**config.mk**
```make
export PLATFORM = sky130hd
export DESIGN_NAME = cart_spi_loader
export DESIGN_NICKNAME = d
export VERILOG_FILES = /design/src/rtl/cart_spi_pkg.sv /design/src/rtl/spi_pin_sync.sv /design/src/rtl/cart_spi_loader.sv
export SDC_FILE = /design/constraint.sdc
export NUM_CORES = 1
export LEC_CHECK = 0
export ABC_AREA = 0
export CAP_MARGIN = 10
export CORE_MARGIN = 2
export CORE_UTILIZATION = 47
export CTS_CLUSTER_DIAMETER = 60
export CTS_CLUSTER_SIZE = 30
export DETAILED_ROUTE_END_ITERATION = 12
export PLACE_DENSITY = 0.76
export SLEW_MARGIN = 20
export SYNTH_ARGS = -nofsm -noshare
export SYNTH_HDL_FRONTEND = slang
export SYNTH_SLANG_ARGS = --single-unit
export TNS_END_PERCENT = 5
```
**constraint.sdc**
```tcl
create_clock -name clk -period 1.7 [get_ports clk]
set_clock_uncertainty 0.2 [all_clocks]
set_input_delay 0.17 -clock clk [delete_from_list [all_inputs] [get_ports clk]]
set_output_delay 0.17 -clock clk [all_outputs]
set_load 0.02 [all_outputs]
```
**src/rtl/cart_spi_pkg.sv**
```systemverilog
// Opcodes and FSM states shared by the cartridge SPI loader.
package cart_spi_pkg;

    localparam logic [7:0] CMD_WRITE = 8'h02;
    localparam logic [7:0] CMD_READ  = 8'h03;
    localparam logic [7:0] CMD_RUN   = 8'hAB;
    localparam logic [7:0] CMD_HALT  = 8'hB9;

    typedef enum logic [2:0] {
        IDLE, CMD, ADDR_HI, ADDR_LO, DATA, RDATA, IGNORE
    } state_t;

endpackage

```
**src/rtl/spi_pin_sync.sv**
```systemverilog
// One SPI pin: SYNC_STAGES-deep synchronizer plus rise/fall pulses from the last two samples.
module spi_pin_sync #(
    parameter int   SYNC_STAGES = 2,
    parameter logic RST_VAL     = 1'b0
) (
    input  logic clk,
    input  logic rst_n,
    input  logic pin,
    output logic level,
    output logic rise,
    output logic fall
);

    logic [SYNC_STAGES-1:0] sync_q;
    logic                   prev_q;

    always_ff @(posedge clk) begin
        if (!rst_n) begin
            sync_q <= {SYNC_STAGES{RST_VAL}};
            prev_q <= RST_VAL;
        end else begin
            sync_q <= {sync_q[SYNC_STAGES-2:0], pin};
            prev_q <= sync_q[SYNC_STAGES-1];
        end
    end

    assign level = sync_q[SYNC_STAGES-1];
    assign rise  = level & ~prev_q;
    assign fall  = ~level & prev_q;

endmodule

```
**src/rtl/cart_spi_loader.sv**
```systemverilog
// SPI mode-0 responder that streams a cartridge image into the ROM and gates CPU reset.
// Define CART_SPI_READBACK_EN to add the 0x03 READ command driving spi_miso.
module cart_spi_loader
    import cart_spi_pkg::*;
#(
    parameter int ADDR_W      = 12,
    parameter int SYNC_STAGES = 2
) (
    input  logic              clk,
    input  logic              rst_n,
    input  logic              spi_cs_n,
    input  logic              spi_sck,
    input  logic              spi_mosi,
    output logic              spi_miso,
    output logic              wr_en,
    output logic [ADDR_W-1:0] wr_addr,
    output logic [7:0]        wr_data,
    output logic [ADDR_W-1:0] rd_addr,
    input  logic [7:0]        rd_data,
    output logic              hold_cpu,
    output logic              busy
);

    logic cs_lvl, cs_rise, cs_fall;
    logic sck_rise, sck_fall, mosi_lvl;
    logic unused_sck_lvl, unused_mosi_rise, unused_mosi_fall;

    spi_pin_sync #(.SYNC_STAGES(SYNC_STAGES), .RST_VAL(1'b1)) u_cs (
        .clk(clk), .rst_n(rst_n), .pin(spi_cs_n),
        .level(cs_lvl), .rise(cs_rise), .fall(cs_fall)
    );
    spi_pin_sync #(.SYNC_STAGES(SYNC_STAGES), .RST_VAL(1'b0)) u_sck (
        .clk(clk), .rst_n(rst_n), .pin(spi_sck),
        .level(unused_sck_lvl), .rise(sck_rise), .fall(sck_fall)
    );
    spi_pin_sync #(.SYNC_STAGES(SYNC_STAGES), .RST_VAL(1'b0)) u_mosi (
        .clk(clk), .rst_n(rst_n), .pin(spi_mosi),
        .level(mosi_lvl), .rise(unused_mosi_rise), .fall(unused_mosi_fall)
    );

    state_t            state;
    logic [2:0]        bit_cnt;
    logic [7:0]        shreg;
    logic [7:0]        addr_hi;
    logic [ADDR_W-1:0] addr;
    logic [7:0]        byte_val;
    logic [ADDR_W-1:0] addr_new;
    logic              bit_rise, byte_done, is_read;

    // Rises are ignored in IDLE; a byte landing with the cs rise is still committed.
    assign byte_val  = {shreg[6:0], mosi_lvl};
    assign addr_new  = ADDR_W'({addr_hi, byte_val});
    assign bit_rise  = sck_rise && (state != IDLE);
    assign byte_done = bit_rise && (bit_cnt == 3'd7);
    assign busy      = ~cs_lvl;

    always_ff @(posedge clk) begin
        if (!rst_n) begin
            state    <= IDLE;
            bit_cnt  <= '0;
            shreg    <= '0;
            addr_hi  <= '0;
            addr     <= '0;
            is_read  <= 1'b0;
            wr_en    <= 1'b0;
            wr_addr  <= '0;
            wr_data  <= '0;
            hold_cpu <= 1'b1;
        end else begin
            wr_en <= 1'b0;
            if (bit_rise) begin
                shreg   <= byte_val;
                bit_cnt <= bit_cnt + 3'd1;
            end
            if (byte_done) begin
                case (state)
                    CMD: begin
                        case (byte_val)
                            CMD_WRITE: state <= ADDR_HI;
`ifdef CART_SPI_READBACK_EN
                            CMD_READ: begin
                                state   <= ADDR_HI;
                                is_read <= 1'b1;
                            end
`endif
                            CMD_RUN: begin
                                hold_cpu <= 1'b0;
                                state    <= IGNORE;
                            end
                            CMD_HALT: begin
                                hold_cpu <= 1'b1;
                                state    <= IGNORE;
                            end
                            default: state <= IGNORE;
                        endcase
                    end
                    ADDR_HI: begin
                        addr_hi <= byte_val;
                        state   <= ADDR_LO;
                    end
                    ADDR_LO: begin
                        addr  <= addr_new;
                        state <= is_read ? RDATA : DATA;
                    end
                    DATA: begin
                        wr_en   <= 1'b1;
                        wr_addr <= addr;
                        wr_data <= byte_val;
                        addr    <= addr + ADDR_W'(1);
                    end
                    RDATA:   addr <= addr + ADDR_W'(1);
                    default: ;
                endcase
            end
            if (cs_fall) begin
                state   <= CMD;
                bit_cnt <= '0;
                is_read <= 1'b0;
            end else if (cs_rise) begin
                state <= IDLE;
            end
        end
    end

`ifdef CART_SPI_READBACK_EN
    logic [7:0] tx_sr;
    logic [1:0] ld_pipe;
    logic       ld_start, armed;

    // ROM answers one clk after rd_addr, so the shift register loads two clks after the address update.
    assign ld_start = byte_done && ((state == ADDR_LO && is_read) || state == RDATA);

    always_ff @(posedge clk) begin
        if (!rst_n) begin
            rd_addr <= '0;
            tx_sr   <= '0;
            ld_pipe <= '0;
            armed   <= 1'b0;
        end else begin
            ld_pipe <= {ld_pipe[0], ld_start};
            if (ld_pipe[1]) begin
                tx_sr <= rd_data;
                armed <= 1'b0;
            end else if (state == RDATA && sck_fall && armed) begin
                tx_sr <= {tx_sr[6:0], 1'b0};
            end
            // Only falls that follow a rise of the current byte shift; the fall after bit 8 must not.
            if (byte_done && state == ADDR_LO) begin
                rd_addr <= addr_new;
            end else if (byte_done && state == RDATA) begin
                rd_addr <= addr + ADDR_W'(1);
                armed   <= 1'b0;
            end else if (bit_rise && state == RDATA) begin
                armed <= 1'b1;
            end
        end
    end

    assign spi_miso = (state == RDATA) & tx_sr[7];
`else
    logic unused_rd;
    assign unused_rd = ^{rd_data, sck_fall, is_read};
    assign spi_miso  = 1'b0;
    assign rd_addr   = '0;
`endif

endmodule
```
# --- After elaboration in Yosys (flattened, before gate mapping) ---
# Cells that the tools add are included.
totals:
  regBits: 59
  input_bits: 13
  out_inout_bits: 36
  word_cells: 59
classes:
  addsub: 2
  n_eq_ne: 9
  n_mux: 8
  bitwise_logic: 7
  n_reduce_logical: 18
op_table:
  columns: ["cell", "n"]
  rows:
  - ["one-hot mux 12 bit (2 select lines)", 1]
  - ["equality test 8 bit, second input constant", 2]
  - ["adder 12 x 1 -> 12 bit, second input constant", 1]
  - ["AND reduction 2 bit", 6]
  - ["equality test 3 bit, second input constant", 3]
  - ["one-hot mux 3 bit (3 select lines)", 1]
  - ["nonzero test 3 bit", 3]
  - ["equality test 8 x 2 -> 1 bit, second input constant", 1]
  - ["equality test 3 x 2 -> 1 bit, second input constant", 2]
  - ["nonzero test 5 bit", 1]
  - ["two-way mux 1 bit", 4]
  - ["NOT 1 bit", 4]
  - ["nonzero test 2 bit", 2]
  - ["OR reduction 2 bit", 2]
  - ["adder 3 x 1 -> 3 bit, second input constant", 1]
  - ["AND 1 bit", 3]
  - ["equality test 3 x 1 -> 1 bit, second input constant", 1]
  - ["two-way mux 3 bit", 1]
  - ["AND reduction 3 bit", 1]
  - ["OR reduction 3 bit", 1]
  - ["logical AND 1 bit", 2]
  - ["one-hot mux 1 bit (2 select lines)", 1]

# --- Logic depth before layout (Yosys ltp) ---
depth:
  ltp_word: 7
  mapped_depth: 7
  ltp_nobuf: 6

# --- Modules after synthesis ---
# Synthesis repeated with hierarchy kept, for this count alone.
hier_totals:
  hier_cells: 295
  hier_area_um2: 2672.6
modules_own_cells:
  columns: ["mod", "n_inst", "cells_per_inst", "area_per_inst_um2"]
  rows:
  - ["cart_spi_loader", 1, 271, 2398.6]
  - ["spi_pin_sync", 3, 8, 91.3]

# --- Worst setup path after synthesis ---
# No wires, ideal clock.
synth_timing:
  path_type: "flip-flop to flip-flop"
  startpoint: "register bit_cnt[0]"
  endpoint: "register addr[5]"
  setup_time_ns: 0.115
  arrival_time_ns: 1.406
  t_required_ns: 1.385
  slack_ns: -0.021
  stages_incl_launch_ff: 8
  path_buffers: 1
  period_less_slack_ns: 1.721
  path_cell_list: "dfxtp_1 > ha_1 > ha_1 > and3b_1 > o21ai_2 > buf_2 > nor2_1 > o21a_1"
synth_between:
  elab_chain_cells: 3
synth_lines:
  columns: ["item", "line", "source"]
  rows:
  - ["start, declared", "cart_spi_loader.sv:42", "logic [2:0] bit_cnt;"]
  - ["start signal, assigned", "cart_spi_loader.sv:73", "bit_cnt <= bit_cnt + 3'd1;"]
  - ["equality test 3 bit", "cart_spi_loader.sv:54", "assign byte_done = bit_rise && (bit_cnt == 3'd7);"]
  - ["logical AND 1 bit", "cart_spi_loader.sv:54", null]
  - ["AND reduction 2 bit (no line)", null, null]
  - ["end signal, assigned", "cart_spi_loader.sv:102", "addr <= addr_new;"]
  - ["end signal, assigned", "cart_spi_loader.sv:109", "addr <= addr + ADDR_W'(1);"]
  - ["end signal, assigned", "cart_spi_loader.sv:111", "RDATA: addr <= addr + ADDR_W'(1);"]
  - ["end, declared", "cart_spi_loader.sv:45", "logic [ADDR_W-1:0] addr;"]
# No other way between the ends.
# A chain may end at the register's enable or synchronous reset.

# --- Worst setup path after layout ---
layout_timing:
  startpoint: "register state[1]"
  endpoint: "register hold_cpu"
layout_between:
  elab_chain_cells: 4
  elab_cells_between_ends: 5
layout_lines:
  columns: ["item", "line", "source"]
  rows:
  - ["start, declared", "cart_spi_loader.sv:41", "state_t state;"]
  - ["start signal, assigned", "cart_spi_loader.sv:103", "state <= is_read ? RDATA : DATA;"]
  - ["nonzero test 3 bit", "cart_spi_loader.sv:53", "assign bit_rise = sck_rise && (state != IDLE);"]
  - ["logical AND 1 bit", "cart_spi_loader.sv:53", null]
  - ["logical AND 1 bit", "cart_spi_loader.sv:54", null]
  - ["AND reduction 3 bit (no line) (*)", null, null]
  - ["end signal, assigned", "cart_spi_loader.sv:68", "hold_cpu <= 1'b1;"]
  - ["end signal, assigned", "cart_spi_loader.sv:87", "hold_cpu <= 1'b0;"]
  - ["end signal, assigned", "cart_spi_loader.sv:91", "hold_cpu <= 1'b1;"]
  - ["end, declared", "cart_spi_loader.sv:20", "output logic hold_cpu,"]
# Every way passes the cells marked *; elsewhere a longest branch is shown, timed or not.

==> impl_metrics.env <==
export IMPL_cpPeakStageDelay_ns=0.34
export IMPL_crit_buf_inv=1
export IMPL_period_needed_ns=1.74
export IMPL_synthFlopType="dfxtp_1"
export IMPL_avgSynthCellArea_um2=8.50
export IMPL_synthCells=317
export IMPL_grt_use_total_pct=20.9
export IMPL_cpMaxStageDelayCell="dfxtp_4"
export IMPL_drv_cap=0
export IMPL_synth_edff_count=0
export IMPL_hold_worst_slack_ns=0.0448
export IMPL_r2r_end="hold_cpu$_SDFFE_PN1P_"
export IMPL_r2r_start="state[1]$_SDFFE_PP0P_"
export IMPL_synth_cell_types=52
export IMPL_numCtsBuffers=9
export IMPL_finalPower_uw=2820
export IMPL_grt_max_degree=60
export IMPL_synth_seq_cells=59
export IMPL_rows=27
export IMPL_synth_async_sr_flop_share_pct=0
export IMPL_grt_pass1_wl_mm=10.1
export IMPL_ioPinCount=49
export IMPL_antenna_found_initial=0
export IMPL_nFillCells=471
export IMPL_core_um2=5510
export IMPL_yosysWarnings=0
export IMPL_die_y_um=79.7
export IMPL_layoutNonFillerInstCount=434
export IMPL_critical_path_class="flip-flop to flip-flop"
export IMPL_detail_route_wirelength_mm=6.22
export IMPL_crit_arrival_ns=1.79
export IMPL_drt_antenna_violating_nets=0
export IMPL_setup_slack_ns=-0.0369
export IMPL_dpl_worst_slack_ns=-0.0924
export IMPL_tritoncts="yes"
export IMPL_fin_setup_tns_ns=-0.0369
export IMPL_grt_pass1_vias=2171
export IMPL_critPathTopFamily="simple AND/OR/NAND/NOR gates"
export IMPL_cp_required_ns=1.76
export IMPL_setup_viol=1
export IMPL_drt_iter0_markers=209
export IMPL_antenna_cells=0
export IMPL_min_path_cells=3
export IMPL_cts_hold_buf=0
export IMPL_clkLatencyLatePin_ns=0.34
export IMPL_r2r_setup_slack_ns=-0.04
export IMPL_die_area_um2=6360
export IMPL_finalNetCount=377
export IMPL_cts_root_buf="clkbuf_8"
export IMPL_failed_checks="setup timing"
export IMPL_vias=2403
export IMPL_drive_gt1_share_pct=18.5
export IMPL_vdd_drop_max_uv=645
export IMPL_fin_crit_sh_pct=102
export IMPL_grt_overflow_total=0
export IMPL_status="finished, violations left"
export IMPL_drc=0
export IMPL_rsz0062_at_grt="yes"
export IMPL_placed_cells=417
export IMPL_hp_start="rst_n"
export IMPL_cts_num_sinks=59
export IMPL_power_leakage_uw=0.00130
export IMPL_dr_pass1_iters=4
export IMPL_die_w_um=79.7
export IMPL_hpwl_mm=4.10
export IMPL_clock_path_buffers=2
export IMPL_port_buffers=27
export IMPL_rr_worst_depth=5
export IMPL_path_clk_slew_ns=0.06
export IMPL_ys_seq_area_share_pct=43.8
export IMPL_worst_path_max_fanout=8
export IMPL_final_max_slew_viol_count=0
export IMPL_critical_path_depth=5
export IMPL_fmax_mhz=576
export IMPL_htree_levels=3
export IMPL_syn_area_um2=2700
export IMPL_routabilityCongestion=0.860
export IMPL_p_per_area_nw_per_um2=817
export IMPL_critPathCaptureType="flip-flop"
export IMPL_min_to="u_cs.prev_q$_SDFF_PN1_"
export IMPL_syn2layout_area_growth_pct=28.1
export IMPL_start_kind="flip-flop"
export IMPL_min_path_type="primary input to flip-flop"
export IMPL_hold_violations=0
export IMPL_worstPathCellList="buf_6, or3_4, nor4_4, nor3_2, a311oi_1"
export IMPL_wl_per_cell_um=14.3
export IMPL_viasPerCell=5.54
export IMPL_initial_core_util_pct=48.9
## cells by family (layout without fill, tap and decap cells)
| logic type | count (synthesis) | after routing | share of synthesized area (%) |
|---|---|---|---|
| and+or+nand+nor | 131 | 131 | 25.0 |
| other | 1 | 13 | 0.139 |
| buffers and inverters | 40 | 73 | 8.17 |
| muxes | 13 | 13 | 4.83 |
| DFF | 59 | 59 | 43.8 |
| AOI/OAI and AO/OA | 66 | 66 | 15.0 |
| xor gates and xnor gates | 2 | 2 | 0.650 |
| adders and majority gates | 5 | 5 | 2.32 |
## layer usage
| metal | vias to the layer above | track usage (%) | share of wire [%] |
|---|---|---|---|
| met4 | 0 | 12.8 | 1.8 |
| met1 | 1108 | 28.5 | 47 |
| met2 | 94 | 30.2 | 45 |
| met3 | 11 | 4.30 | 6.6 |
| met5 | - | 0 | 0 |
| li1 | 1190 | - | - |
## worst reg2reg max path: cells and delay by family, from the launching register on
family	cells	cell delay [ns]
DFF	1	0.34
AOI/OAI and AO/OA	1	0.23
and+or+nand+nor	3	0.75
buffers and inverters	1	0.13
## worst max path at each step
stage / start / to
2_1_floorplan: bit_cnt[0]$_SDFFE_PP0P_ / hold_cpu$_SDFFE_PN1P_
3_3_place_gp: bit_cnt[0]$_SDFFE_PP0P_ / addr[5]$_SDFFE_PN0P_
3_5_place_dp: bit_cnt[0]$_SDFFE_PP0P_ / addr[9]$_SDFFE_PN0P_
4_1_cts: bit_cnt[0]$_SDFFE_PP0P_ / addr[9]$_SDFFE_PN0P_
5_1_grt: state[1]$_SDFFE_PP0P_ / hold_cpu$_SDFFE_PN1P_
6_report: state[1]$_SDFFE_PP0P_ / hold_cpu$_SDFFE_PN1P_
## Yosys cell counts, types with 2 or more instances
cell type,number,share of area [%]
a21oi_1,15,2.8
o21ai_1,2,0.37
buf_2,4,0.74
nor2b_1,2,0.46
nor2_1,24,3.3
inv_1,4,0.56
o31ai_1,2,0.56
nand2b_1,5,1.2
mux2i_1,13,4.8
a211oi_1,2,0.56
and3b_1,2,0.65
o21ai_0,24,4.5
a31oi_1,2,0.46
o21a_1,3,0.84
o22ai_1,2,0.46
ha_1,5,2.3
nand3_1,30,5.6
nor3_1,8,1.5
nor4_1,6,1.4
buf_4,15,4.2
and4_1,3,0.98
o32ai_1,3,0.98
dfxtp_1,59,44
xnor2_1,2,0.65
buf_1,2,0.28
nand2_1,30,4.2
or3_1,2,0.46
and2_1,6,1.4
nand4_1,5,1.2
clkbuf_1,13,1.8
## state kept, by name, summed over array words and instances (netlist names)
| register | count |
|---|---|
| addr | 12 |
| addr_hi | 4 |
| bit_cnt | 3 |
| hold_cpu | 1 |
| shreg | 7 |
| state | 3 |
| u_cs.prev_q | 1 |
| u_cs.sync_q | 2 |
| u_mosi.sync_q | 2 |
| u_sck.prev_q | 1 |
| u_sck.sync_q | 2 |
| wr_addr | 12 |
| wr_data | 8 |
| wr_en | 1 |
## report_power, final
| part | switching, µW | total (µW) | internal [µW] | leakage (µW) |
|---|---|---|---|---|
| Clock | 524 | 1300 | 778 | 0.000104 |
| Sequential | 8.63 | 1400 | 1390 | 0.000480 |
| Combinational | 78.4 | 115 | 37.0 | 0.000718 |
## final cells by class
class	instances	area, µm²	share of cell area, %
clock buffers	12	165	4.78
clock inverters	2	35.0	1.01
inverters	4	15.0	0.435
multi-input cells	230	1450	41.9
flip-flops and latches	59	1190	34.5
well taps	72	90.1	2.61
repair buffers	55	512	14.8
## repair_timing
action,CTS,global route
setup buffers,0,3
resized for setup,12,21
setup endpoints to repair,13,49
cloned,0,0
pin swaps,0,7
## cells in the final DEF, fill, tap and decap left out, drive strengths merged, types with 6 or more instances in the layout
master,netlist,final
nand2,30,30
clkdlybuf4s50,0,23
conb,1,13
clkbuf,14,12
dfxtp,59,59
nand3,30,30
nor2,24,24
nor3,8,8
a21oi,15,15
buf,22,29
and2,7,7
o21ai,27,27
nor4,7,7
mux2i,13,13
nand2b,6,6
## stage by stage
step	utilization [%]	area (µm²)
floorplan	-	2740
global placement	56.4	3100
detailed placement	56.4	3100
CTS	61.0	3360
global route	62.7	3450
finish	62.7	3450
Note: power is estimated with default switching activity, not from simulation.
